==> config.mk <==
export PLATFORM = sky130hd
export DESIGN_NAME = rgb_to_colour
export DESIGN_NICKNAME = d
export VERILOG_FILES = /design/src/rtl/rgb_to_colour_pkg.sv /design/src/rtl/rgb_to_colour_distance.sv /design/src/rtl/rgb_to_colour.sv
export SDC_FILE = /design/constraint.sdc
export NUM_CORES = 1
export LEC_CHECK = 0
export CORE_MARGIN = 10
export CORE_UTILIZATION = 40
export CTS_CLUSTER_SIZE = 20
export DETAILED_ROUTE_END_ITERATION = 16
export PLACE_DENSITY_LB_ADDON = 0.1
export SLEW_MARGIN = 30
export SYNTH_ARGS = -nofsm -noshare
export SYNTH_HDL_FRONTEND = slang
export SYNTH_SLANG_ARGS = --single-unit
export TNS_END_PERCENT = 5
==> constraint.sdc <==
create_clock -name clk -period 1.9 [get_ports clk]
set_input_delay 0.475 -clock clk [delete_from_list [all_inputs] [get_ports clk]]
set_output_delay 0.475 -clock clk [all_outputs]
set_load 0.02 [all_outputs]
==> src/rtl/rgb_to_colour_pkg.sv <==
// Shared definitions for the RGB-to-palette-index reverse lookup.
// Holds default widths, the scan FSM state type, channel slice positions and a channel helper.
package rgb_to_colour_pkg;

   localparam int ADDR_W_DEF = 3;
   localparam int DATA_W_DEF = 24;
   localparam int CH_W       = 8;
   // Worst case is 3 * 255 = 765, which fits in 10 bits without overflow.
   localparam int DIST_W     = 10;

   localparam int R_HI = 23;
   localparam int R_LO = 16;
   localparam int G_HI = 15;
   localparam int G_LO = 8;
   localparam int B_HI = 7;
   localparam int B_LO = 0;

   typedef enum logic [1:0] {
      IDLE   = 2'd0,
      SCAN   = 2'd1,
      FINISH = 2'd2
   } state_e;

   function automatic logic [CH_W-1:0] absDiff(input logic [CH_W-1:0] a, input logic [CH_W-1:0] b);
      return (a >= b) ? (a - b) : (b - a);
   endfunction

endpackage

==> src/rtl/rgb_to_colour_distance.sv <==
// Combinational Manhattan distance |dR|+|dG|+|dB| between two packed RGB words.
module rgb_distance
   import rgb_to_colour_pkg::*;
(
   input  logic [DATA_W_DEF-1:0] a_i,
   input  logic [DATA_W_DEF-1:0] b_i,
   output logic [DIST_W-1:0]     dist_o
);

   logic [CH_W-1:0] dRed;
   logic [CH_W-1:0] dGreen;
   logic [CH_W-1:0] dBlue;

   assign dRed   = absDiff(a_i[R_HI:R_LO], b_i[R_HI:R_LO]);
   assign dGreen = absDiff(a_i[G_HI:G_LO], b_i[G_HI:G_LO]);
   assign dBlue  = absDiff(a_i[B_HI:B_LO], b_i[B_HI:B_LO]);

   assign dist_o = DIST_W'(dRed) + DIST_W'(dGreen) + DIST_W'(dBlue);

endmodule

==> src/rtl/rgb_to_colour.sv <==
// Reverse palette lookup: scans the external palette BRAM for the index holding a given RGB value.
// Optional feature macro NEAREST_MATCH_EN: full scan reporting the nearest entry by |dR|+|dG|+|dB|.
module rgb_to_colour
   import rgb_to_colour_pkg::*;
#(
   parameter int ADDR_W = ADDR_W_DEF,
   parameter int DATA_W = DATA_W_DEF
)
(
   input  logic              clk,
   input  logic              rst_n,
   input  logic              start,
   input  logic [DATA_W-1:0] rgb_in,
   output logic              mem_en,
   output logic [ADDR_W-1:0] mem_addr,
   input  logic [DATA_W-1:0] mem_dout,
   output logic              busy,
   output logic              done,
   output logic [ADDR_W-1:0] colour,
   output logic              found
);

   localparam logic [ADDR_W-1:0] LAST_IDX = '1;

   state_e            stateQ;
   logic [DATA_W-1:0] rgbQ;
   logic [ADDR_W-1:0] memAddrQ;
   logic [ADDR_W-1:0] cmpIdxQ;
   logic [ADDR_W-1:0] colourQ;
   logic              cmpValidQ;
   logic              memEnQ;
   logic              busyQ;
   logic              doneQ;
   logic              foundQ;
   logic              isLast;

   assign isLast = (cmpIdxQ == LAST_IDX);

`ifdef NEAREST_MATCH_EN
   logic [DIST_W-1:0] dist;
   logic [DIST_W-1:0] bestDistQ;
   logic [DIST_W-1:0] candDist;
   logic [ADDR_W-1:0] bestIdxQ;
   logic [ADDR_W-1:0] candIdx;

   rgb_distance uDistance (
      .a_i    (mem_dout),
      .b_i    (rgbQ),
      .dist_o (dist)
   );

   // Index 0 seeds the running minimum; strict less-than keeps the lowest index on ties.
   always_comb begin
      candDist = bestDistQ;
      candIdx  = bestIdxQ;
      if ((cmpIdxQ == '0) || (dist < bestDistQ)) begin
         candDist = dist;
         candIdx  = cmpIdxQ;
      end
   end
`else
   logic isMatch;
   assign isMatch = (mem_dout == rgbQ);
`endif

   always_ff @(posedge clk or negedge rst_n) begin
      if (!rst_n) begin
         stateQ    <= IDLE;
         rgbQ      <= '0;
         memAddrQ  <= '0;
         cmpIdxQ   <= '0;
         colourQ   <= '0;
         cmpValidQ <= 1'b0;
         memEnQ    <= 1'b0;
         busyQ     <= 1'b0;
         doneQ     <= 1'b0;
         foundQ    <= 1'b0;
`ifdef NEAREST_MATCH_EN
         bestDistQ <= '0;
         bestIdxQ  <= '0;
`endif
      end else begin
         doneQ <= 1'b0;
         case (stateQ)
            // FINISH also accepts start so searches can run back to back.
            IDLE, FINISH: begin
               stateQ <= IDLE;
               memEnQ <= 1'b0;
               busyQ  <= 1'b0;
               if (start) begin
                  rgbQ      <= rgb_in;
                  colourQ   <= '0;
                  foundQ    <= 1'b0;
                  memAddrQ  <= '0;
                  memEnQ    <= 1'b1;
                  busyQ     <= 1'b1;
                  cmpValidQ <= 1'b0;
                  stateQ    <= SCAN;
               end
            end

            SCAN: begin
               if (memAddrQ != LAST_IDX) begin
                  memAddrQ <= memAddrQ + 1'b1;
               end
               // mem_dout lags the issued address by one cycle, so the compare index trails it.
               cmpIdxQ   <= memAddrQ;
               cmpValidQ <= 1'b1;
               if (cmpValidQ) begin
`ifdef NEAREST_MATCH_EN
                  bestDistQ <= candDist;
                  bestIdxQ  <= candIdx;
                  if (isLast) begin
                     colourQ  <= candIdx;
                     foundQ   <= (candDist == '0);
                     stateQ   <= FINISH;
                     busyQ    <= 1'b0;
                     memEnQ   <= 1'b0;
                     memAddrQ <= '0;
                     doneQ    <= 1'b1;
                  end
`else
                  if (isMatch || isLast) begin
                     colourQ  <= isMatch ? cmpIdxQ : '0;
                     foundQ   <= isMatch;
                     stateQ   <= FINISH;
                     busyQ    <= 1'b0;
                     memEnQ   <= 1'b0;
                     memAddrQ <= '0;
                     doneQ    <= 1'b1;
                  end
`endif
               end
            end

            default: begin
               stateQ <= IDLE;
               busyQ  <= 1'b0;
               memEnQ <= 1'b0;
            end
         endcase
      end
   end

   assign mem_en   = memEnQ;
   assign mem_addr = memAddrQ;
   assign busy     = busyQ;
   assign done     = doneQ;
   assign colour   = colourQ;
   assign found    = foundQ;

endmodule

==> results of run 1 <==
==> how the worst max path moves through the flow <==
stage                     slack (ns)    startpoint         to
after CTS                      0.006   mem_dout[5]  colour[2]
final                           0.08  mem_dout[16]  colour[2]
after global routing           0.003      rgbQ[16]  colour[2]
after floorplan                 0.23   mem_dout[0]  colour[0]
after detailed placement       -0.52   mem_dout[0]  colour[2]
after global placement         -0.48   mem_dout[0]  colour[0]
==> sequential cells by signal, indices dropped and copies added (netlist names) <==
register	count
stateQ	2
colour	3
cmpIdxQ	3
busy	1
rgbQ	24
cmpValidQ	1
found	1
done	1
mem_addr	3
==> per-layer routing <==
| layer | vias up | share of wire, % | GRT usage, % |
|---|---|---|---|
| met2 | 40 | 51 | 20.4 |
| met5 | - | 0 | 0 |
| met3 | 6 | 7.8 | 5.20 |
| met1 | 713 | 40 | 14.1 |
| met4 | 0 | 1.2 | 3.42 |
| li1 | 785 | - | - |
==> final cells by class <==
| type | instances | area share [%] |
|---|---|---|
| Inverter | 4 | 0.549 |
| Tap cell | 52 | 2.38 |
| Clock buffer | 6 | 2.65 |
| Multi-Input combinational cell | 150 | 30.7 |
| Timing Repair Buffer | 76 | 28.0 |
| Sequential cell | 39 | 35.7 |
==> cell families after synthesis <==
logic type / count (synthesis)
AOI/OAI and AO/OA: 14
xor gates and xnor gates: 25
adders and majority gates: 1
buffers and inverters: 12
DFF: 39
muxes: 3
and+or+nand+nor: 107
==> per-stage QoR <==
stage / power [W] / worst slack [ns] / std cells / instance area [sq um] / hold slack, ns
6_report: 0.00326 / 0.0779 / 327 / 2730 / 0.176
5_1_grt: 0.00353 / 0.00327 / 327 / 2730 / 0.228
4_1_cts: 0.00327 / 0.00613 / 324 / 2660 / 0.197
3_5_place_dp: 0.00275 / -0.521 / 313 / 2540 / 0.482
3_3_place_gp: 0.00273 / -0.484 / 313 / 2540 / 0.479
2_1_floorplan: 0.00225 / 0.225 / 201 / 1860 / 0.179
==> synth_stat cells (all sizes together) <==
master | count | area, sq um
o21ai | 6 | 30.0
ha | 1 | 12.5
buf | 3 | 15.0
xor2 | 25 | 219
nor4 | 6 | 62.6
nand2 | 87 | 327
o21ba | 2 | 20.0
a21o | 1 | 8.76
mux2i | 3 | 30.0
a21oi | 2 | 10.0
nand4 | 1 | 6.26
nor2 | 1 | 3.75
clkbuf | 5 | 18.8
nor2b | 2 | 12.5
a31oi | 2 | 12.5
o211ai | 1 | 7.51
nand3 | 2 | 10.0
nor3b | 2 | 15.0
dfrtp | 39 | 976
nor3 | 4 | 31.3
inv | 4 | 15.0
nand2b | 2 | 12.5
==> repair_timing <==
| action | 4_1_cts | 5_1_grt |
|---|---|---|
| pin swaps | 8 | 11 |
| hold endpoints to repair | 0 | 0 |
| setup endpoints to repair | 9 | 6 |
| hold buffers | 0 | 0 |
| gates resized for setup | 7 | 21 |
| buffers inserted | 5 | 3 |
==> power breakdown <==
group / internal, W / leakage (nW) / total (W) / switching, W
Clock: 0.000245 / 0.0371 / 0.000510 / 0.000265
Sequential: 0.00117 / 0.488 / 0.00140 / 0.000231
Combinational: 0.000635 / 0.939 / 0.00135 / 0.000712
==> cells in the final DEF, fill, tap and decap left out, types with 3 or more instances in the layout <==
cell type	count
xor2_1	25
buf_6	3
buf_4	13
mux2i_1	3
nor4_2	5
dfrtp_1	39
dlymetal6s2s_1	18
o21ai_0	5
nor3_1	3
inv_1	4
dlygate4sd2_1	5
clkbuf_8	5
nand2_1	87
clkdlybuf4s50_1	36
==> reports/metrics.yaml, run 1 <==
worst_setup_path:
  crit_slowest_cell: "nor4_2"
  path_max_fanout: 4
  worst_path_most_repeated_cell: "buf_6"
  r2r_slack_ns: 0.09
  start_kind: "primary input"
  critPathTopFamily: "simple AND/OR/NAND/NOR gates"
  slowest_delay_ns: 0.33
  critPathBufInv: 3
  endpoint_kind: "flip-flop"
  path_depth: 8
  crit_type: "in -> reg"
  reg2reg_to: "colour[2]"
  rr_worst_depth: 7
  crit_chain: "dlygate4sd2_1, xor2_1, nor4_2, nand4_1, buf_6, nor3_4, buf_6, mux2i_1"
  required_ns: 2.10
  cp.arrival_ns: 2.03
  r2r_start: "rgbQ[16]"
cells_and_area:
  nFillCells: 393
  finalNetCount: 328
  insertedDiodeCount: 0
  fin_util_pct: 61.9
  multi_input_area_sq_um: 840
  syn_to_final_growth_pct: 47.3
  drive_gt1_share_pct: 11.6
  regArea_sq_um: 976
floorplanning:
  core_sq_mm: 0.00441
  die_h_um: 88.1
  die-area_sq_mm: 0.00776
  num_rows: 24
  initial_core_util_pct: 42.0
  die_width_um: 88.1
  io_pins: 61
cts:
  numCtsBuffers: 5
  htreeDepth: 2
  cts_tree: "built"
  cts_sinks: 39
  clk_pin_slew_ns: 0.07
  cts_buffer_depth: 2
  clk_latency_ns: 0.29
  clockRootBuffer: "clkbuf_8"
routing:
  ant_nets: 0
  drc_errors: 0
  routed_wl_um: 4650
  wl_per_cell_um: 14.2
  drt_pre_antenna_iters: 4
  drt_iter0_drc: 56
  vias_per_cell: 4.72
  via_count: 1544
sta:
  fmax_mhz: 549
  finalCritPeriodShare_pct: 95.9
  min_period_ns: 1.82
  hold_viol: 0
  tns_ns: 0
  maxSlewHeadroom_pct: 61.6
  finalSetupViolCount: 0
  maxSlewViolCount: 0
  fin_worst_skew_ns: 0.00909
  rsz0062_at_grt: "no"
  worstMarginPinSlew_ns: 0.576
global_route:
  grt_use_total_pct: 12.3
  grt_pass1_wl_um: 7580
  grt_max_degree: 28
  first_global_vias: 1653
  grt_antenna_before_repair: 0
  grt_overflow: 0
status:
  status: "complete, no violations"
synth:
  syn_area_sq_mm: 0.00186
  synth.distinct_cells: 25
  synthCells: 201
  yosys.area_share.simple_pct: 25.9
  yosys-mux-area-fraction_pct: 1.62
  synthesis.nets: 253
  yosysWarningCount: 0
  ys_ff_latch: 39
  synth-seq-area-share_pct: 52.6
  avgSynthCellArea_sq_um: 9.23
  synth_top_family_by_area: "simple AND/OR/NAND/NOR gates"
  synth_compound_area_share_pct: 4.79
  yosys.area_share.xor_xnor_pct: 11.8
  synthAdderAreaFrac_pct: 0.674
place:
  io_buffers: 60
  place_congestion: 0.828
  post-dp-hpwl_um: 3500
flow_run:
  cap_violations: 0
pwr:
  irDropWorstVdd_mv: 0.576
  p_leak_nw: 1.46
  powerDensity_mw_per_mm2: 1190
worst_hold_path:
  hp-class: "in -> async"
No activity file was read; power rests on OpenSTA's default activity.
==> inputs of run 2 (changes only) <==
--- a/config.mk
+++ b/config.mk
@@ -7,10 +7,11 @@
 export LEC_CHECK = 0
 export CORE_MARGIN = 10
 export CORE_UTILIZATION = 40
+export CTS_CLUSTER_DIAMETER = 60
 export CTS_CLUSTER_SIZE = 20
 export DETAILED_ROUTE_END_ITERATION = 16
 export PLACE_DENSITY_LB_ADDON = 0.1
-export SLEW_MARGIN = 30
+export SETUP_SLACK_MARGIN = 0.1
 export SYNTH_ARGS = -nofsm -noshare
 export SYNTH_HDL_FRONTEND = slang
 export SYNTH_SLANG_ARGS = --single-unit
==> run 2 against run 1 <==
Against the previous run:
- critical path type is now reg -> reg
- register-to-register slack about the same
- maximum frequency up 0.42%
- combinational power about the same
- largest cell class unchanged
- non-clock buffer count unchanged
- first-iteration DRC count down 3.6%
==> reports/metrics.yaml, run 2 (synthesis results as in run 1) <==
status:
  status: "complete, no violations"
worst_setup_path:
  critPathTopFamily: "simple AND/OR/NAND/NOR gates"
  crit_chain: "xor2_1, nor4_2, nand4_1, buf_6, nor3_4, buf_6, mux2i_1"
  rr_worst_depth: 7
  path_max_fanout: 4
  endpoint_kind: "flip-flop"
  critPathBufInv: 2
  required_ns: 2.10
  slowest_delay_ns: 0.40
  crit_type: "reg -> reg"
  path_depth: 7
  start_kind: "flip-flop"
  worst_path_most_repeated_cell: "buf_6"
  crit_slowest_cell: "dfrtp_1"
  cp.arrival_ns: 2.02
sta:
  finalCritPeriodShare_pct: 95.5
  rsz0062_at_grt: "yes"
  finalSetupViolCount: 0
  fmax_mhz: 551
  maxSlewViolCount: 0
  tns_ns: 0
  maxSlewHeadroom_pct: 61.6
  hold_viol: 0
  fin_ws_ns: 0.0855
  min_period_ns: 1.81
  worstMarginPinSlew_ns: 0.576
  fin_worst_skew_ns: 0.00908
routing:
  drt_pre_antenna_iters: 4
  drt_iter0_drc: 54
  routed_wl_um: 4570
  wl_per_cell_um: 14.0
  drc_errors: 0
  via_count: 1545
  ant_nets: 0
  vias_per_cell: 4.72
place:
  place_congestion: 0.828
  post-place-ws_ns: -0.521
  io_buffers: 60
  post-dp-hpwl_um: 3500
floorplanning:
  die_h_um: 88.1
  num_rows: 24
  core_sq_mm: 0.00441
  die-area_sq_mm: 0.00776
  die_width_um: 88.1
  io_pins: 61
  initial_core_util_pct: 42.0
pwr:
  irDropWorstVdd_mv: 0.576
  switching_power_w: 0.00121
  p_sw_share_pct: 37.2
  powerDensity_mw_per_mm2: 1210
  p_leak_nw: 1.35
  p_clk_share_pct: 15.7
  p_seq_share_pct: 43.2
  p_int_w: 0.00204
  pwr-share-comb_pct: 41.0
cts:
  clockRootBuffer: "clkbuf_8"
  cts_tree: "built"
  numCtsBuffers: 5
  clk_latency_ns: 0.29
  htreeDepth: 2
  clk_pin_slew_ns: 0.07
  cts_sinks: 39
  cts_buffer_depth: 2
global_route:
  grt_overflow: 0
  grt_use_total_pct: 12.3
  first_global_vias: 1659
  grt_pass1_wl_um: 7600
  grt_max_degree: 28
  grt_antenna_before_repair: 0
cells_and_area:
  largest_reg_flops: 24
  largest-register: "rgbQ"
  final_common_cell: "nand2_1"
  layout_common_cells: "nand2_1 (87), dfrtp_1 (39), clkdlybuf4s50_1 (34), xor2_1 (25), dlygate4sd2_1 (19)"
  insertedDiodeCount: 0
  syn_to_final_growth_pct: 44.5
  nFillCells: 401
  drive_gt1_share_pct: 11.6
  finalNetCount: 328
flow_run:
  cap_violations: 0
worst_hold_path:
  hp-class: "in -> async"
## run 2: per-layer routing
| metal | track usage (%) | wire length (um) |
|---|---|---|
| met2 | 20.4 | 2300 |
| met5 | 0 | 0 |
| met1 | 14.0 | 1840 |
| met4 | 3.42 | 55 |
| met3 | 5.48 | 372 |
## run 2: path summary, 6_finish.rpt
path	start	endpoint	slack [ns]
worst max-delay path	rgbQ[16]	colour[2]	0.09
worst min-delay path	rst_n	rgbQ[2]	0.18
worst max register to register	rgbQ[16]	colour[2]	0.09
worst min register to register	rgbQ[5]	rgbQ[5]	0.49
max in group asynchronous	rst_n	colour[0]	1.18
min in group clk	rgbQ[5]	rgbQ[5]	0.49
## run 2: stage by stage
stage	hold slack [ns]	instances	cell area [sq um]	power, W	util (%)
floorplan	0.179	201	1860	0.00225	-
global placement	0.479	313	2540	0.00273	57.7
detailed placement	0.482	313	2540	0.00275	57.7
CTS	0.197	324	2640	0.00325	59.7
global route	0.228	327	2680	0.00352	60.7
finish	0.176	327	2680	0.00324	60.7
## run 2: area by class of cell
| cell class | count | area (sq um) | area share [%] |
|---|---|---|---|
| flip-flops and latches | 39 | 976 | 36.4 |
| clock buffers | 6 | 72.6 | 2.71 |
| inverters | 4 | 15.0 | 0.560 |
| multi-input cells | 150 | 840 | 31.3 |
| repair buffers | 76 | 713 | 26.6 |
| well taps | 52 | 65.1 | 2.43 |
## run 2: timing repair
item / CTS / global route
hold buffers: 0 / 0
pin swaps: 15 / 8
setup endpoints to repair: 14 / 13
setup buffers: 5 / 3
gates resized for setup: 23 / 10
## run 2: power by group through the flow
stage	Clock, W	Sequential (W)	Combinational (W)
after detailed placement	0	0.00142	0.00133
after CTS	0.000525	0.00141	0.00132
after floorplan	0	0.00143	0.000820
after global placement	0	0.00142	0.00132
after global routing	0.000560	0.00145	0.00150
final	0.000510	0.00140	0.00133
==> inputs of run 3 (changes only) <==
--- a/config.mk
+++ b/config.mk
@@ -10,9 +10,10 @@
 export CTS_CLUSTER_DIAMETER = 60
 export CTS_CLUSTER_SIZE = 20
 export DETAILED_ROUTE_END_ITERATION = 16
-export PLACE_DENSITY_LB_ADDON = 0.1
+export PLACE_DENSITY = 0.71
 export SETUP_SLACK_MARGIN = 0.1
 export SYNTH_ARGS = -nofsm -noshare
 export SYNTH_HDL_FRONTEND = slang
+export SYNTH_HIERARCHICAL = 1
 export SYNTH_SLANG_ARGS = --single-unit
 export TNS_END_PERCENT = 5
==> run 3 against run 2 <==
Against the previous run:
- sequential share of layout area shrank 0.34 points
- utilization grew 0.57 points
- global-route usage shrank 0.21 points
- synthesized cell count is the same
- worst setup slack lost 0.061 ns
- count of clock-buffer cells in the layout grew 1
- final cell count is the same
- die area is the same
- combinational power is essentially flat
- sequential power is essentially flat
==> reports/metrics.yaml, run 3 <==
pwr:
  switching_power_w: 0.00125
  p_int_w: 0.00205
  p_leak_nw: 1.38
  power.total_w: 0.00329
  irDropWorstVdd_mv: 0.546
  p_seq_share_pct: 43.1
  powerDensity_mw_per_mm2: 1220
  pwr-share-comb_pct: 40.7
  p_clk_share_pct: 16.2
  p_sw_share_pct: 37.8
floorplanning:
  num_rows: 24
  io_pins: 61
  initial_core_util_pct: 42.0
  die_h_um: 88.1
  core_sq_mm: 0.00441
  die-area_sq_mm: 0.00776
  die_width_um: 88.1
worst_setup_path:
  crit_chain: "dlygate4sd2_1, xor2_1, nor4_2, nand4_1, buf_6, nor3_4, mux2i_1"
  start_kind: "primary input"
  cp.arrival_ns: 2.09
  slowest_delay_ns: 0.33
  crit_slowest_cell: "nor3_4"
  r2r_start: "rgbQ[10]"
  critPathBufInv: 2
  crit_type: "in -> reg"
  endpoint_kind: "flip-flop"
  r2r_slack_ns: 0.05
  path_max_fanout: 6
  reg2reg_to: "colour[0]"
  critPathTopFamily: "simple AND/OR/NAND/NOR gates"
  rr_worst_depth: 6
  required_ns: 2.11
cells_and_area:
  finalInstanceArea_sq_mm: 0.00271
  largest-register: "rgbQ"
  drive_gt1_share_pct: 12.4
  largest_reg_flops: 24
  insertedDiodeCount: 0
  nFillCells: 385
  final_common_cell: "nand2_1"
  finalNetCount: 326
  layout_common_cells: "nand2_1 (87), dfrtp_1 (39), clkdlybuf4s50_1 (35), xor2_1 (24), dlygate4sd2_1 (14)"
  syn_to_final_growth_pct: 45.9
cts:
  clockRootBuffer: "clkbuf_8"
  cts_tree: "built"
  clk_pin_slew_ns: 0.07
  htreeDepth: 2
  cts_buffer_depth: 2
  clk_latency_ns: 0.29
  numCtsBuffers: 5
  cts_sinks: 39
  cts_hold_buf: 0
synth:
  yosys-top-cells-count: "nand2_1 (87), dfrtp_1 (39), xor2_1 (25)"
  ys_top_cells_by_area: "dfrtp_1 (53%), nand2_1 (18%), xor2_1 (12%), nor4_2 (2.7%), mux2i_1 (1.6%)"
  synth-seq-area-share_pct: 52.6
  synth_compound_area_share_pct: 4.79
  avgSynthCellArea_sq_um: 9.23
  synthCells: 201
  synthArstFlopShare_pct: 100
  synth_top_family_by_area: "simple AND/OR/NAND/NOR gates"
  synth.distinct_cells: 25
  yosys.area_share.xor_xnor_pct: 11.8
  syn_area_sq_mm: 0.00186
  yosysWarningCount: 6
  synth.most_common_cell: "nand2_1"
  yosys-mux-area-fraction_pct: 1.62
  synthesis.nets: 253
  synthAdderAreaFrac_pct: 0.674
  yosys.area.top_type: "dfrtp_1"
  yosys.area_share.simple_pct: 25.9
  synth_top_area_share_pct: 52.6
  synth_flop_cell: "dfrtp_1"
  synth_edf_count: 0
  ys_ff_latch: 39
sta:
  maxSlewHeadroom_pct: 66.3
  maxSlewViolCount: 0
  min_period_ns: 1.88
  finalSetupViolCount: 0
  finalCritPeriodShare_pct: 98.7
  rsz0062_at_grt: "yes"
  fin_worst_skew_ns: 0.00371
  worstMarginPinSlew_ns: 0.506
  tns_ns: 0
  holdWs_ns: 0.148
  hold_viol: 0
  fmax_mhz: 533
routing:
  vias_per_cell: 4.69
  wl_per_cell_um: 14.0
  via_count: 1535
  drc_errors: 0
  ant_nets: 0
  routed_wl_um: 4560
  drt_iter0_drc: 94
  drt_pre_antenna_iters: 4
place:
  io_buffers: 60
  placed_cell_area_sq_mm: 0.00254
  post-dp-hpwl_um: 3440
  place_congestion: 0.805
global_route:
  grt_antenna_before_repair: 0
  grt_overflow: 0
  grt_use_total_pct: 12.1
  grt_max_degree: 25
  grt_pass1_wl_um: 7450
  first_global_vias: 1622
worst_hold_path:
  hp-class: "in -> async"
flow_run:
  cap_violations: 0
status:
  status: "complete, no violations"
-- run 3: cell type report --
| cell class | count | area (sq um) | area share [%] |
|---|---|---|---|
| Clock inverter | 1 | 5.00 | 0.185 |
| Timing Repair Buffer | 74 | 702 | 25.9 |
| Clock buffer | 7 | 76.3 | 2.82 |
| Multi-Input combinational cell | 150 | 867 | 32.0 |
| Tap cell | 52 | 65.1 | 2.40 |
| Inverter | 4 | 15.0 | 0.555 |
| Sequential cell | 39 | 976 | 36.1 |
-- run 3: metrics by stage --
stage	util [%]	worst slack, ns	instances
global route	61.3	-0.0777	327
floorplan	-	0.225	201
CTS	59.9	0.0382	325
detailed placement	57.7	-0.513	313
finish	61.3	0.0242	327
global placement	57.7	-0.539	313
-- run 3: kinds of logic after synthesis --
kind of cell / after synthesis
mux: 3
fa+ha+maj: 1
buf+inv: 12
xor+xnor: 25
simple gates: 107
flops: 39
compound gates: 14
-- run 3: timing repair --
action | in CTS | in global routing
hold endpoints to repair | 0 | 0
resized for setup | 18 | 16
pin swaps | 13 | 9
setup buffers | 4 | 2
endpoints found under the setup margin | 14 | 11
-- run 3: how the worst max path moves through the flow --
stage / startpoint / end / slack (ns) / cells after the start
after global routing: mem_dout[16] / colour[0] / -0.08 / 7
final: mem_dout[16] / colour[0] / 0.02 / 7
after detailed placement: mem_dout[22] / colour[0] / -0.51 / 6
after floorplan: mem_dout[0] / colour[0] / 0.23 / 5
after CTS: mem_dout[1] / colour[2] / 0.04 / 6
after global placement: mem_dout[22] / mem_addr[1] / -0.54 / 6
-- run 3: per-layer routing --
| layer | up-vias | wire length [um] | global-route usage (%) |
|---|---|---|---|
| li1 | 783 | - | - |
| met1 | 709 | 1970 | 13.5 |
| met2 | 35 | 2270 | 21.0 |
| met3 | 8 | 238 | 2.97 |
| met4 | 0 | 82 | 5.85 |
| met5 | - | 0 | 0 |
-- run 3: power groups by stage --
stage | sequential [W] | combinational, W | clock, W
2_1_floorplan | 0.00143 | 0.000820 | 0
3_3_place_gp | 0.00142 | 0.00126 | 0
3_5_place_dp | 0.00143 | 0.00129 | 0
4_1_cts | 0.00142 | 0.00130 | 0.000548
5_1_grt | 0.00146 | 0.00152 | 0.000578
6_report | 0.00142 | 0.00134 | 0.000534
